[src/rtl/key_debouncer_if.sv]
// Key debouncer bundle: raw active-low pins in, registered press/release/level/long out.
// Pins are asynchronous; outputs are single-cycle pulses (level excepted), no backpressure.
interface key_debouncer_if #(
    parameter int NUM_KEYS = 3
);
    logic [NUM_KEYS-1:0] i_key_n;
    logic [NUM_KEYS-1:0] o_press;
    logic [NUM_KEYS-1:0] o_release;
    logic [NUM_KEYS-1:0] o_level;
    logic [NUM_KEYS-1:0] o_long;

    modport master (
        output i_key_n,
        input  o_press, o_release, o_level, o_long
    );

    modport slave (
        input  i_key_n,
        output o_press, o_release, o_level, o_long
    );
endinterface

[src/rtl/key_debouncer.sv]
// Per-key 2-flop sync + debounce FSM with press/release/long pulses and a debounced level.
// Latency DEBOUNCE_CYCLES+3 edges from first pin sample; outputs registered, no backpressure.
module key_debouncer #(
    parameter int NUM_KEYS        = 3,
    parameter int DEBOUNCE_CYCLES = 250000,
    parameter int LONG_CYCLES     = 24000000
) (
    input  logic            i_clk,
    input  logic            i_rst_n,
    key_debouncer_if.slave  bus
);
    localparam int CW = $clog2(DEBOUNCE_CYCLES);
    localparam int HW = (LONG_CYCLES > 1) ? $clog2(LONG_CYCLES) : 1;
    localparam logic [CW-1:0] CNT_MAX  = CW'(DEBOUNCE_CYCLES - 1);
    localparam logic [HW-1:0] HOLD_MAX = HW'(LONG_CYCLES - 1);

    typedef enum logic [1:0] {IDLE, PRESS_CHK, HELD, REL_CHK} state_t;

    state_t              state    [NUM_KEYS];
    logic [CW-1:0]       cnt      [NUM_KEYS];
    logic [HW-1:0]       hold_cnt [NUM_KEYS];
    logic [NUM_KEYS-1:0] long_fired;
    logic [NUM_KEYS-1:0] sync1;
    logic [NUM_KEYS-1:0] sync2;
    logic [NUM_KEYS-1:0] press_q;
    logic [NUM_KEYS-1:0] release_q;
    logic [NUM_KEYS-1:0] level_q;
    logic [NUM_KEYS-1:0] long_q;
    logic [NUM_KEYS-1:0] pressed;

    assign pressed = ~sync2;

    always_ff @(posedge i_clk or negedge i_rst_n) begin
        if (!i_rst_n) begin
            sync1 <= '1;
            sync2 <= '1;
        end else begin
            sync1 <= bus.i_key_n;
            sync2 <= sync1;
        end
    end

    always_ff @(posedge i_clk or negedge i_rst_n) begin
        if (!i_rst_n) begin
            for (int k = 0; k < NUM_KEYS; k++) begin
                state[k]    <= IDLE;
                cnt[k]      <= '0;
                hold_cnt[k] <= '0;
            end
            long_fired <= '0;
            press_q    <= '0;
            release_q  <= '0;
            level_q    <= '0;
            long_q     <= '0;
        end else begin
            for (int k = 0; k < NUM_KEYS; k++) begin
                press_q[k]   <= 1'b0;
                release_q[k] <= 1'b0;
                long_q[k]    <= 1'b0;

                // Hold timer keeps running through a release check so a bounce does not restart it.
                if (state[k] == HELD || state[k] == REL_CHK) begin
                    if (hold_cnt[k] != HOLD_MAX) begin
                        hold_cnt[k] <= hold_cnt[k] + HW'(1);
                    end else if (!long_fired[k]) begin
                        long_q[k]     <= 1'b1;
                        long_fired[k] <= 1'b1;
                    end
                end

                case (state[k])
                    IDLE: begin
                        if (pressed[k]) begin
                            state[k] <= PRESS_CHK;
                            cnt[k]   <= '0;
                        end
                    end
                    PRESS_CHK: begin
                        if (!pressed[k]) begin
                            state[k] <= IDLE;
                        end else if (cnt[k] == CNT_MAX) begin
                            state[k]      <= HELD;
                            press_q[k]    <= 1'b1;
                            level_q[k]    <= 1'b1;
                            hold_cnt[k]   <= '0;
                            long_fired[k] <= 1'b0;
                        end else begin
                            cnt[k] <= cnt[k] + CW'(1);
                        end
                    end
                    HELD: begin
                        if (!pressed[k]) begin
                            state[k] <= REL_CHK;
                            cnt[k]   <= '0;
                        end
                    end
                    REL_CHK: begin
                        if (pressed[k]) begin
                            state[k] <= HELD;
                        end else if (cnt[k] == CNT_MAX) begin
                            state[k]     <= IDLE;
                            release_q[k] <= 1'b1;
                            level_q[k]   <= 1'b0;
                        end else begin
                            cnt[k] <= cnt[k] + CW'(1);
                        end
                    end
                    default: state[k] <= IDLE;
                endcase
            end
        end
    end

    assign bus.o_press   = press_q;
    assign bus.o_release = release_q;
    assign bus.o_level   = level_q;
    assign bus.o_long    = long_q;
endmodule
[src/flat_wrapper.sv]
// flat-port wrapper written by rule: the top's interface ports become plain ports
module key_debouncer_flat 
#(
    parameter int NUM_KEYS        = 3,
    parameter int DEBOUNCE_CYCLES = 250000,
    parameter int LONG_CYCLES     = 24000000
)
  (i_clk, i_rst_n, bus_i_key_n, bus_o_press, bus_o_release, bus_o_level, bus_o_long);
  key_debouncer_if #(.NUM_KEYS(NUM_KEYS)) bus_i ();
  input  logic i_clk;
  input  logic i_rst_n;
  input wire logic [$bits(bus_i.i_key_n)-1:0] bus_i_key_n;
  output wire logic [$bits(bus_i.o_press)-1:0] bus_o_press;
  output wire logic [$bits(bus_i.o_release)-1:0] bus_o_release;
  output wire logic [$bits(bus_i.o_level)-1:0] bus_o_level;
  output wire logic [$bits(bus_i.o_long)-1:0] bus_o_long;
  assign bus_i.i_key_n = bus_i_key_n;
  assign bus_o_press = bus_i.o_press;
  assign bus_o_release = bus_i.o_release;
  assign bus_o_level = bus_i.o_level;
  assign bus_o_long = bus_i.o_long;
  key_debouncer #(.NUM_KEYS(NUM_KEYS), .DEBOUNCE_CYCLES(DEBOUNCE_CYCLES), .LONG_CYCLES(LONG_CYCLES)) u_core (.i_clk(i_clk), .i_rst_n(i_rst_n), .bus(bus_i));
endmodule
[config.mk]
export PLATFORM = sky130hd
export DESIGN_NAME = key_debouncer_flat
export DESIGN_NICKNAME = d
export VERILOG_FILES = /design/src/rtl/key_debouncer_if.sv /design/src/rtl/key_debouncer.sv /design/src/flat_wrapper.sv
export SDC_FILE = /design/constraint.sdc
export NUM_CORES = 1
export LEC_CHECK = 0
export CAP_MARGIN = 20
export CORE_ASPECT_RATIO = 1.5
export CORE_MARGIN = 2
export CORE_UTILIZATION = 58
export CTS_CLUSTER_DIAMETER = 30
export DETAILED_ROUTE_END_ITERATION = 6
export DONT_BUFFER_PORTS = 1
export GPL_TIMING_DRIVEN = 1
export PLACE_DENSITY = 0.73
export SYNTH_ARGS = -nofsm -noshare
export SYNTH_HDL_FRONTEND = slang
export SYNTH_SLANG_ARGS = --single-unit
[constraint.sdc]
create_clock -name i_clk -period 3 [get_ports i_clk]
set_clock_uncertainty 0.2 [all_clocks]
set_input_delay 0.15 -clock i_clk [delete_from_list [all_inputs] [get_ports i_clk]]
set_output_delay 0.15 -clock i_clk [all_outputs]
set_load 0.02 [all_outputs]
==> insert_results.sql <==
INSERT INTO impl_metrics (metric_group, metric, value, unit) VALUES
('run_status', 'status', 'complete, but fails checks', ''),
('run_status', 'violations', 'negative hold slack', ''),
('die', 'die_span_y', '148.1', 'um'),
('clocking', 'hold_buffers', '3', ''),
('global_routing', 'antenna_found_initial', '0', ''),
('min_path', 'hp-class', 'in2async', ''),
('clocking', 'cts_htree_levels', '4', ''),
('cells_and_area', 'drive_gt1_share', '9.123', '%'),
('worst_setup_path', 'timing.setup.critical_path_class', 'reg2reg', ''),
('worst_setup_path', 'worst_ep_arrival_time', '2.47', 'ns'),
('die', 'die_width', '100.1', 'um'),
('clocking', 'clock_latency', '0.42', 'ns'),
('cells_and_area', 'area_growth_syn_to_layout', '10.09', '%'),
('yosys', 'ys_ff_latch', '156', ''),
('sta', 'number_of_endpoints_failing_setup_at_the_final_stage', '0', ''),
('drt', 'pre_repair_dr_iteration_count', '4', ''),
('clocking', 'numClockSinks', '156', ''),
('sta', 'clock.fmax', '0.4178', 'GHz'),
('drt', 'postRouteWirelength', '16050', 'um'),
('place', 'io_buffer_count', '0', ''),
('worst_setup_path', 'path_cells', 'nor4bb_1 > nand4_1 > nor4_4 > buf_4 > or4_1 > a21oi_1', ''),
('cells_and_area', 'fill_cells', '1075', ''),
('sta', 'maxSlewHeadroom', '45.68', '%'),
('global_routing', 'grt_pass1_wl', '28100', 'um'),
('clocking', 'worst_setup_hold_path_clk_slew', '0.06', 'ns'),
('yosys', 'synth_cell_type_count', '61', ''),
('sta', 'hold_violations', '156', ''),
('yosys', 'synth_top_area_cells', 'sky130_fd_sc_hd__dfrtp_1, sky130_fd_sc_hd__xor2_1, sky130_fd_sc_hd__nor2_1', ''),
('die', 'number_of_rows_in_the_core_area', '52', ''),
('sta', 'holdWs', '-0.7861', 'ns'),
('cells_and_area', 'nets', '853', ''),
('power_and_ir_drop', 'design_power_total', '4536', 'uW'),
('yosys', 'synth_top_cells_by_count', 'sky130_fd_sc_hd__dfrtp_1, sky130_fd_sc_hd__nor2_1, sky130_fd_sc_hd__nand2_1', ''),
('drt', 'final_antenna_net_count', '0', ''),
('global_routing', 'pin_count_of_the_biggest_net_entering_global_routing', '157', ''),
('power_and_ir_drop', 'cellPowerDensity', '513.4', 'mW/mm^2'),
('yosys', 'asyncSetResetFlopFracSynth', '100.0', '%'),
('cells_and_area', 'antenna-diode-count', '0', ''),
('worst_setup_path', 'worst_setup_path_start_kind', 'register', ''),
('worst_setup_path', 'r2r_start', 'u_core.hold_cnt[64]', ''),
('worst_setup_path', 'worst_setup_sp', 'u_core.hold_cnt[64]', ''),
('drt', 'dr_total_vias', '6315', ''),
('clocking', 'tritoncts', 'done', ''),
('yosys', 'post_synth.cell_area_avg', '9.578', 'sq um'),
('sta', 'timing.setup.tns', '0', 'ns'),
('place', 'routability_congestion', '0.8604', ''),
('die', 'floorplan.die_area', '0.01481', 'sq mm'),
('drt', 'detailedRoute.firstIterationViolations', '374', ''),
('yosys', 'post_synth_inst_count', '838', ''),
('drt', 'wl_per_cell', '15.78', 'um'),
('die', 'i_o_pin_count', '17', ''),
('yosys', 'synth_top_cell_area_share', '46.77', '%'),
('place', 'place_worst_setup_slack', '0.6452', 'ns'),
('yosys', 'yosysWarningCount', '0', ''),
('drt', 'routed_via_density', '6.209', ''),
('clocking', 'total_clock_buffers_created_by_cts', '17', ''),
('worst_setup_path', 'critical_path.max_fanout', '11', ''),
('clocking', 'cts-root-buf', 'sky130_fd_sc_hd__clkbuf_16', ''),
('cells_and_area', 'sequential_cell_area', '0.003911', 'sq mm'),
('yosys', 'synth_top_flop_cell', 'sky130_fd_sc_hd__dfrtp_1', ''),
('sta', 'final_max_slew_viol_count', '0', ''),
('sta', 'worst-slew-pin-transition', '0.8074', 'ns'),
('yosys', 'synth_largest_area_cell', 'sky130_fd_sc_hd__dfrtp_1', ''),
('place', 'detailed_place_hpwl', '10750', 'um'),
('worst_setup_path', 'critical_path_capture_point_type', 'register', ''),
('global_routing', 'via_count_of_the_first_global_routing_pass', '6204', ''),
('sta', 'worst_slack', '0.6066', 'ns'),
('worst_setup_path', 'critPathTopFamily', 'simple AND/OR/NAND/NOR gates', ''),
('sta', 'min_period_over_period', '79.78', '%'),
('worst_setup_path', 'max_stage_delay', '0.56', 'ns'),
('worst_setup_path', 'cp_num_buf_inv', '1', '');
-- final timing paths --
kind / end / slack [ns] / cells past startpoint
worst max register to register: u_core.hold_cnt[63] / 0.61 / 6
worst min register to register: u_core.sync2[0] / 0.16 / 0
worst max-delay path: u_core.hold_cnt[63] / 0.61 / 6
worst min-delay path: u_core.cnt[22] / -0.79 / 0
max in group asynchronous: u_core.sync1[1] / 3.08 / 0
min in group i_clk: u_core.sync1[1] / 0.06 / 1
-- state kept, by name, summed over array words and instances, names as in the netlist, named ones only --
name                  cells
u_core.sync2              3
u_core.sync1              3
u_core.cnt               54
u_core.state              3
u_core.bus.o_long         3
u_core.hold_cnt          75
u_core.bus.o_level        3
u_core.long_fired         3
u_core.bus.o_press        3
u_core.bus.o_release      3
-- timing repair --
action,CTS,global route
hold endpoints to repair,159,156
endpoints found under the setup margin,0,0
setup buffers,0,0
-- cells in the final DEF, fill, tap and decap left out, types with 7 or more instances in the layout --
cell | Yosys | final
sky130_fd_sc_hd__nor3_1 | 27 | 27
sky130_fd_sc_hd__mux2i_1 | 16 | 16
sky130_fd_sc_hd__a31oi_1 | 11 | 11
sky130_fd_sc_hd__nand4_1 | 46 | 46
sky130_fd_sc_hd__nor2_1 | 97 | 97
sky130_fd_sc_hd__o21ai_0 | 26 | 26
sky130_fd_sc_hd__xnor2_1 | 15 | 15
sky130_fd_sc_hd__a21oi_1 | 23 | 23
sky130_fd_sc_hd__clkbuf_16 | 0 | 17
sky130_fd_sc_hd__o21ai_1 | 9 | 9
sky130_fd_sc_hd__o211ai_1 | 16 | 16
sky130_fd_sc_hd__or4_1 | 7 | 7
sky130_fd_sc_hd__nand3_1 | 59 | 59
sky130_fd_sc_hd__and4_1 | 12 | 12
sky130_fd_sc_hd__o31ai_1 | 13 | 13
sky130_fd_sc_hd__nand2_1 | 78 | 78
sky130_fd_sc_hd__buf_4 | 0 | 13
sky130_fd_sc_hd__dfrtp_1 | 150 | 150
sky130_fd_sc_hd__nor4_1 | 11 | 11
sky130_fd_sc_hd__inv_1 | 15 | 15
sky130_fd_sc_hd__xor2_1 | 53 | 53
sky130_fd_sc_hd__and3_1 | 22 | 22
sky130_fd_sc_hd__nor2_2 | 10 | 10
sky130_fd_sc_hd__or3_1 | 14 | 14
sky130_fd_sc_hd__nor4b_1 | 7 | 7
-- routing by layer --
| metal | vias to the layer above | share of wire, % | global-route usage [%] |
|---|---|---|---|
| met4 | 0 | 2.0 | 9.521 |
| met3 | 31 | 2.9 | 4.135 |
| li1 | 3048 | - | - |
| met2 | 115 | 53 | 39.86 |
| met1 | 3121 | 42 | 28.02 |
| met5 | - | 0 | 0 |
-- power by group --
group	internal [uW]	leakage, uW	total [uW]	switching (uW)
combinational	28.9	0.00136	70.3	41.3
sequential	2130	0.00215	2150	25.7
clock	1440	0.000306	2310	872
total	3600	0.00381	4540	939
-- cell type report --
type / instances / area share [%]
timing repair buffer: 16 / 1.444
inverter: 15 / 0.6372
clock buffer: 19 / 5.126
multi-input combinational: 636 / 44.11
sequential: 156 / 44.27
tap: 162 / 2.294
clock inverter: 13 / 2.124
-- metrics by stage --
stage | utilization [%] | hold WS (ns) | area, sq um | instances
after floorplan | - | -0.3456 | 8026 | 838
after global placement | 60.34 | -0.3406 | 8165 | 982
after detailed placement | 60.34 | -0.3400 | 8165 | 982
after CTS | 65.29 | -0.7951 | 8836 | 1017
after global routing | 65.29 | -0.7998 | 8836 | 1017
final | 65.29 | -0.7861 | 8836 | 1017
-- worst reg2reg max path, stage by stage (launching register included) --
cell	delay (ns)
sky130_fd_sc_hd__dfrtp_1	0.45
sky130_fd_sc_hd__nor4bb_1	0.38
sky130_fd_sc_hd__nand4_1	0.21
sky130_fd_sc_hd__nor4_4	0.56
sky130_fd_sc_hd__buf_4	0.27
sky130_fd_sc_hd__or4_1	0.13
sky130_fd_sc_hd__a21oi_1	0.06
-- cell families after synthesis --
group | count (synthesis) | synth area share, %
xor+xnor | 69 | 7.623
buf+inv | 46 | 2.712
simple gates | 432 | 29.20
compound gates | 112 | 8.667
mux | 17 | 2.136
flops | 156 | 48.73
fa+ha+maj | 6 | 0.9353
(Power assumes the default switching activity.)
